==> config.mk <==
export PLATFORM = sky130hd
export DESIGN_NAME = qpsk_dibit_packer
export DESIGN_NICKNAME = d
export VERILOG_FILES = /design/src/rtl/qpsk_dibit_packer.sv
export SDC_FILE = /design/constraint.sdc
export NUM_CORES = 1
export LEC_CHECK = 0
export ABC_AREA = 1
export BUFFER_PORTS_ARGS = -buffer_cell sky130_fd_sc_hd__buf_2
export CORE_MARGIN = 2
export CORE_UTILIZATION = 25
export CTS_CLUSTER_DIAMETER = 100
export DETAILED_ROUTE_END_ITERATION = 12
export PLACE_DENSITY = 0.48
export SYNTH_ARGS = -nofsm -noshare
export SYNTH_HDL_FRONTEND = slang
export SYNTH_SLANG_ARGS = --single-unit
==> constraint.sdc <==
create_clock -name clk -period 2.1 [get_ports clk]
set_input_delay 0.42 -clock clk [delete_from_list [all_inputs] [get_ports clk]]
set_output_delay 0.42 -clock clk [all_outputs]
set_load 0.05 [all_outputs]
==> src/rtl/qpsk_dibit_packer.sv <==
// qpsk_dibit_packer
// Packs 2-bit Gray-decoded dibits from the QPSK demapper into W-bit words.
// A frame end (din_last) flushes a zero-padded partial word together with
// its valid-dibit count. A single output register holds the word, and that
// register's handshake drives input backpressure.
//
// Build option:
//   QPSK_PACK_MSB_FIRST_EN  defined   -> slot k at bits [W-1-2k : W-2-2k]
//                                        (first dibit in the MSBs)
//                           undefined -> slot k at bits [2k+1 : 2k]
//                                        (first dibit in the LSBs)
module qpsk_dibit_packer #(
  parameter int W  = 32,  // output word width, even and >= 4
  parameter int CW = 5    // clog2(W/2 + 1)
) (
  input  logic          clk,
  input  logic          rst_n,
  input  logic [1:0]    din,
  input  logic          din_valid,
  input  logic          din_last,
  output logic          in_ready,
  output logic [W-1:0]  dout,
  output logic          dout_valid,
  output logic          dout_last,
  output logic [CW-1:0] dout_cnt,
  input  logic          out_ready
);

  localparam int DPW = W / 2;

  logic [W-1:0]  acc_q, acc_d;
  logic [CW-1:0] cnt_q, cnt_d;
  logic [W-1:0]  dout_q, dout_d;
  logic          dout_valid_q, dout_valid_d;
  logic          dout_last_q, dout_last_d;
  logic [CW-1:0] dout_cnt_q, dout_cnt_d;

  logic [W-1:0]  acc_ins;
  logic          in_acc;
  logic          out_acc;
  logic          word_done;

  // The output register is free when it is empty or being drained this cycle.
  assign in_ready  = !dout_valid_q || out_ready;
  assign in_acc    = din_valid && in_ready;
  assign out_acc   = dout_valid_q && out_ready;
  assign word_done = in_acc && (din_last || (cnt_q == CW'(DPW - 1)));

  // Accumulator with the incoming dibit written into the current fill slot.
  // Slots above cnt are still zero, so this is also the zero-padded flush word.
  always_comb begin
    // NOTE: give every always_comb output a default first so no path can infer a latch.
    acc_ins = acc_q;
    for (int k = 0; k < DPW; k++) begin
      if (cnt_q == CW'(k)) begin
`ifdef QPSK_PACK_MSB_FIRST_EN
        acc_ins[W-2-2*k +: 2] = din;
`else
        acc_ins[2*k +: 2] = din;
`endif
      end
    end
  end

  // Next state: completing a word has priority over draining the register,
  // so a simultaneous drain and completion reloads with no bubble.
  always_comb begin
    acc_d        = acc_q;
    cnt_d        = cnt_q;
    dout_d       = dout_q;
    dout_valid_d = dout_valid_q;
    dout_last_d  = dout_last_q;
    dout_cnt_d   = dout_cnt_q;

    if (word_done) begin
      dout_d       = acc_ins;
      dout_cnt_d   = cnt_q + CW'(1);
      dout_last_d  = din_last;
      dout_valid_d = 1'b1;
      acc_d        = '0;
      cnt_d        = '0;
    end else begin
      if (in_acc) begin
        acc_d = acc_ins;
        cnt_d = cnt_q + CW'(1);
      end
      if (out_acc) begin
        dout_valid_d = 1'b0;
      end
    end
  end

  // State registers with synchronous active-low reset; a reset discards any
  // buffered dibits and any word waiting in the output register.
  always_ff @(posedge clk) begin
    // NOTE: sequential state uses non-blocking assignments only, so every flop samples pre-edge values.
    if (!rst_n) begin
      acc_q        <= '0;
      cnt_q        <= '0;
      dout_q       <= '0;
      dout_valid_q <= 1'b0;
      dout_last_q  <= 1'b0;
      dout_cnt_q   <= '0;
    end else begin
      acc_q        <= acc_d;
      cnt_q        <= cnt_d;
      dout_q       <= dout_d;
      dout_valid_q <= dout_valid_d;
      dout_last_q  <= dout_last_d;
      dout_cnt_q   <= dout_cnt_d;
    end
  end

  assign dout       = dout_q;
  assign dout_valid = dout_valid_q;
  assign dout_last  = dout_last_q;
  assign dout_cnt   = dout_cnt_q;

endmodule

==> flow_summary.toml, run 1 <==
[hold_path]
worstHoldPathCells = 3
holdCritPathClass = "in2reg"

[worst_setup_path]
critical_path.max_fanout = 23
worstReg2RegEnd = "acc_q[11]"
crit_chain = "ha_1, inv_1, nor2_1, ha_1, inv_2, nand2_1, nand3_4, nand2_4, buf_6, nor2_1, nand2_1, inv_1"
start_kind = "flop"
slowest_stage = "dfxtp_1"
cpPeakStageDelay_ns = 0.42
rrSetupSlack_ns = 0.20
timing.critical_path.to_type = "flop"
reg2regPathDepth = 12
crit_start = "cnt_q[0]"
arrival_ns = 2.13
crit_end = "acc_q[11]"
worstSetupPathType = "reg2reg"
r2r-start = "cnt_q[0]"
crit_required_ns = 2.33

[global_route]
antenna_found_initial = 0
grtUsageTotal_pct = 12.3
overflow = 0
grt_max_degree = 39
grt_pass1_vias = 3191
grt_pass1_wl_um = 14700

[final_layout]
diodes = 0
drive_gt1_share_pct = 14.0
area_growth_pct = 19.1
nets = 600
instances_no_fill = 773
fin_util_pct = 30.4

[run_status]
outcome = "complete, no violations"

[cts]
clk_latency_ns = 0.33
cts-root-buf = "clkbuf_16"
clock-sinks = 76
ctsLongestPathBuffers = 2
clk_pin_slew_ns = 0.06
cts_buffers = 9
post-cts-setup-buffers = 0
cts_tree = "built"
cts.htree.levels = 3

[sta]
finalCritPeriodShare_pct = 90.6
finalWorstSetupSlack_ns = 0.197
fmax_ghz = 0.525
grt_setup_unrepaired = "no"
finalSetupTns_ns = 0
setup_viol = 0
finalClockSkew_ns = 0.00661
hold_viol_final = 0
slew_headroom_pct = 68.6
period_minus_slack_ns = 1.90
worst_slew_pin_slew_ns = 0.469
maxSlewViolCount = 0

[pwr]
leakage_nw = 2.36
pwr-share-clk_pct = 41.2
power_frac_comb_pct = 12.9
power_density_nw_per_um2 = 798
p_total_mw = 3.35
intPower_mw = 2.42
seqPwrFrac_pct = 45.9
p_sw_uw = 927
swShare_pct = 27.7
vdd_ir_drop_max_mv = 0.493

[detailed_routing]
drc_errors = 0
drt_wl_total_um = 8570
vias_per_cell = 4.28
num_vias = 3305
ant_nets = 0
wl_per_cell_um = 11.1
firstDrtPassIters = 4
drt_iter0_drc = 142

[place]
dp_hpwl_um = 6070
io_buffers = 46
gp_congestion = 0.796
dp_slack_ns = 0.0650
dp_cells = 757

[yosys]
yosysSeqAreaShare_pct = 43.2
synth_fp_nets = 557
synthDistinctLibCells = 19
syn_avg_cell_area_um2 = 6.46
syn_inst = 545
ys_ff_latch = 76
synth_area_um2 = 3520
yosys_warnings = 0

[flow_run]
cap_violations = 0

[die]
design.core.area_um2 = 13800
chipWidth_um = 123
row_count = 43
dieHeight_um = 123
die_area_um2 = 15100
initial_core_util_pct = 25.5
boundaryPins = 47
==> cell families after synthesis <==
logic type | share of synthesized area (%)
adder cells (fa/ha/maj) | 1.78
XOR/XNOR | 0.249
flip-flops | 43.2
AO/OA/AOI/OAI | 1.39
AND/OR/NAND/NOR | 43.3
buffers and inverters | 10.1
==> worst min-delay path by stage <==
stage	start	end	slack [ns]
after floorplan	acc_q[30]	acc_q[30]	0.44
after global placement	dout[6]	dout[6]	0.43
after detailed placement	dout[15]	dout[15]	0.43
after CTS	din_last	dout_last	0.35
after global routing	din_last	dout_last	0.38
final	din_last	dout_last	0.36
==> state kept, by name, indices dropped and copies added, names as in the netlist <==
name / count
cnt_q: 5
dout: 32
dout_valid: 1
dout_cnt: 5
dout_last: 1
acc_q: 32
==> per-stage QoR <==
step / hold WS [ns] / instance area [um^2]
final: 0.364 / 4200
after global routing: 0.381 / 4200
after CTS: 0.355 / 4190
after detailed placement: 0.430 / 3930
after global placement: 0.427 / 3930
after floorplan: 0.439 / 3520
==> cell usage after synthesis <==
| master | n | share of area [%] |
|---|---|---|
| a21oi_1 | 8 | 1.1 |
| a21oi_2 | 1 | 0.25 |
| buf_2 | 17 | 2.4 |
| buf_4 | 5 | 1.1 |
| buf_6 | 4 | 1.3 |
| clkbuf_1 | 2 | 0.21 |
| clkinv_1 | 1 | 0.11 |
| dfxtp_1 | 76 | 43 |
| ha_1 | 5 | 1.8 |
| inv_1 | 43 | 4.6 |
| inv_2 | 4 | 0.43 |
| nand2_1 | 243 | 26 |
| nand2_4 | 1 | 0.32 |
| nand3_1 | 61 | 8.7 |
| nand3_4 | 1 | 0.50 |
| nand4_1 | 1 | 0.18 |
| nor2_1 | 70 | 7.5 |
| nor2_4 | 1 | 0.32 |
| xor2_1 | 1 | 0.25 |
==> critical path: cells and delay by family, from the launching register on <==
kind                     cells  cell delay (ns)
flip-flops                   1             0.42
buffers and inverters        4             0.38
adder cells (fa/ha/maj)      2             0.42
AND/OR/NAND/NOR              6             0.57
==> final cells by class <==
type                       count  area [um^2]
multi-input combinational    393         1650
tap                          180          225
timing repair buffer          60          352
fill                        1526         9630
clock inverter                 5         28.8
inverter                      48          183
clock buffer                  11          233
sequential                    76         1520
==> repair_timing <==
action                                  4_1_cts  5_1_grt
gates resized for setup                       0        4
endpoints found under the setup margin        0       61
hold buffers                                  0        0
==> routing by layer <==
| layer | routed length, um | global-route usage (%) |
|---|---|---|
| met5 | 0 | 0 |
| met4 | 135 | 4.09 |
| met3 | 399 | 3.16 |
| met2 | 3860 | 20.1 |
| met1 | 4170 | 15.7 |
==> cells in the final DEF, fill, tap and decap left out <==
cell and n:
buf_6 1, inv_1 43, nand3_4 1, buf_2 46, buf_12 1, a21oi_1 8, dfxtp_2 1, nor2_4 1
nand2_4 1, nand3_1 61, ha_1 5, dfxtp_1 75, inv_2 3, clkbuf_16 9, nor2_1 70, buf_4 12
xor2_1 1, inv_4 1, clkbuf_1 2, nand4_1 1, clkinv_2 4, clkinv_1 1, nand2_1 243, clkinv_4 1
a21oi_4 1
==> power groups by stage <==
| stage | sequential [mW] | combinational [mW] | clock [mW] |
|---|---|---|---|
| floorplan | 1.63 | 0.271 | 0 |
| global placement | 1.57 | 0.427 | 0 |
| detailed placement | 1.57 | 0.435 | 0 |
| CTS | 1.54 | 0.437 | 1.43 |
| global route | 1.54 | 0.490 | 1.50 |
| finish | 1.54 | 0.433 | 1.38 |
(Power assumes the default switching activity.)
==> run 2: changes to the inputs <==
Clock period 2.1 ns to 1.9 ns, I/O delays scaled along.
==> flow_summary.toml, run 2 (synthesis gave the netlist of run 1 again) <==
[worst_setup_path]
worstReg2RegEnd = "dout[16]"
critical_path.max_fanout = 7
rrSetupSlack_ns = 0.09
cp_common_cell = "nand2_1"
path_buf_inv = 5
reg2regPathDepth = 13
r2r-start = "cnt_q[0]"
cpPeakStageDelay_ns = 0.35
timing.critical_path.to_type = "flop"
arrival_ns = 2.09
crit_chain = "ha_4, inv_1, nor2_1, ha_2, inv_2, nand2_2, nand3_4, buf_6, nor2_4, buf_12, clkbuf_16, nand2_1, nand2_1"
slowest_stage = "dfxtp_2"
crit_start = "cnt_q[0]"
crit_required_ns = 2.18
worstSetupPathType = "reg2reg"
crit_family = "buffers and inverters"
start_kind = "flop"

[pwr]
power_density_nw_per_um2 = 881
pwr-share-clk_pct = 43.4
vdd_ir_drop_max_mv = 0.720
p_total_mw = 3.93
leakage_nw = 2.47
power_frac_comb_pct = 13.3
seqPwrFrac_pct = 43.2
swShare_pct = 26.0
intPower_mw = 2.91
p_sw_mw = 1.02

[final_layout]
layout_commonest_cell = "nand2_1"
register_area_um2 = 1520
final_area_um2 = 4460
nets = 615
fin_util_pct = 32.3
instances_no_fill = 786
area_growth_pct = 26.6
drive_gt1_share_pct = 16.8
multi_input_area_um2 = 1670
diodes = 0
fill_cells = 1489
mostFrequentLayoutCells = "241 x nand2_1, 74 x dfxtp_1, 70 x nor2_1"

[global_route]
grt_pass1_vias = 3018
antenna_found_initial = 0
grtUsageTotal_pct = 12.3
overflow = 0
grt_pass1_wl_um = 14300
grt_max_degree = 45

[cts]
cts-root-buf = "clkbuf_16"
clock-sinks = 76
clk_latency_ns = 0.34
cts_hold_buffers = 0
cts_buffers = 9
clk_pin_slew_ns = 0.06
cts.htree.levels = 3
cts_tree = "built"
ctsLongestPathBuffers = 2

[detailed_routing]
wl_per_cell_um = 11.6
drt_iter0_drc = 219
ant_nets = 0
vias_per_cell = 4.30
drt_wl_total_um = 9090
drc_errors = 0
firstDrtPassIters = 5
num_vias = 3379

[sta]
period_minus_slack_ns = 1.81
slew_headroom_pct = 70.4
setup_viol = 0
worst_slew_pin_slew_ns = 0.444
finalCritPeriodShare_pct = 95.1
finalClockSkew_ns = 0.00650
finalSetupTns_ns = 0
finalWorstSetupSlack_ns = 0.0925
maxSlewViolCount = 0
fmax_ghz = 0.553
whs_ns = 0.331
hold_viol_final = 0

[die]
die_area_um2 = 15100
design.core.area_um2 = 13800
chipWidth_um = 123
dieHeight_um = 123
boundaryPins = 47
initial_core_util_pct = 25.5
row_count = 43

[place]
io_buffers = 46
dp_cells = 766
dp_hpwl_um = 6090
dp_slack_ns = -0.0872
place_area_um2 = 4010
gp_congestion = 0.769

[hold_path]
holdCritPathClass = "in2reg"
min_from = "din_last"
hold_end = "dout_last"
worstHoldPathCells = 3

[flow_run]
cap_violations = 0

[run_status]
outcome = "complete, no violations"
-- run 2: changes by cell type in the layout (fill, tap and decap cells not counted), moves of 2 or more --
cell / before / now
buf_4: 12 / 20
clkbuf_16: 9 / 13
clkinv_2: 4 / 1
buf_12: 1 / 3
clkbuf_8: 0 / 2
ha_1: 5 / 3
nand2_1: 243 / 241
nand2_2: 0 / 2
-- run 2: cell type report --
class                           count  area share [%]
Multi-Input combinational cell    393            37.5
Sequential cell                    76            34.2
Timing Repair Buffer               75            12.6
Clock buffer                       12            5.75
Tap cell                          180            5.05
Inverter                           48            4.10
Clock inverter                      2           0.785
-- run 2: worst max path at each step --
stage,endpoint,slack [ns],cells past startpoint
2_1_floorplan,dout[0],0.13,13
3_3_place_gp,cnt_q[3],-0.07,11
3_5_place_dp,cnt_q[3],-0.09,11
4_1_cts,dout_cnt[2],0.05,12
5_1_grt,dout[21],-0.005,13
6_report,dout[16],0.09,13
-- run 2: timing repair --
action | CTS | global route
pin swaps | 0 | 4
buffers inserted | 0 | 1
gates cloned | 0 | 5
setup endpoints to repair | 38 | 60
resized for setup | 1 | 7
-- run 2: power by group through the flow --
stage | Sequential [mW] | Clock [mW] | Combinational (mW)
3_5_place_dp | 1.73 | 0 | 0.498
6_report | 1.70 | 1.71 | 0.524
3_3_place_gp | 1.73 | 0 | 0.493
2_1_floorplan | 1.81 | 0 | 0.300
4_1_cts | 1.70 | 1.76 | 0.500
5_1_grt | 1.70 | 1.83 | 0.588
-- run 2: worst min-delay path, stage by stage --
cell     delay [ns]
buf_2          0.11
nand2_1        0.06
a21oi_1        0.06
-- run 2: layer usage --
layer  track usage [%]  part of all wire [%]
met1              15.8                    49
met2              19.0                    44
met3              3.86                   5.9
met4              5.03                   1.1
met5                 0                     0
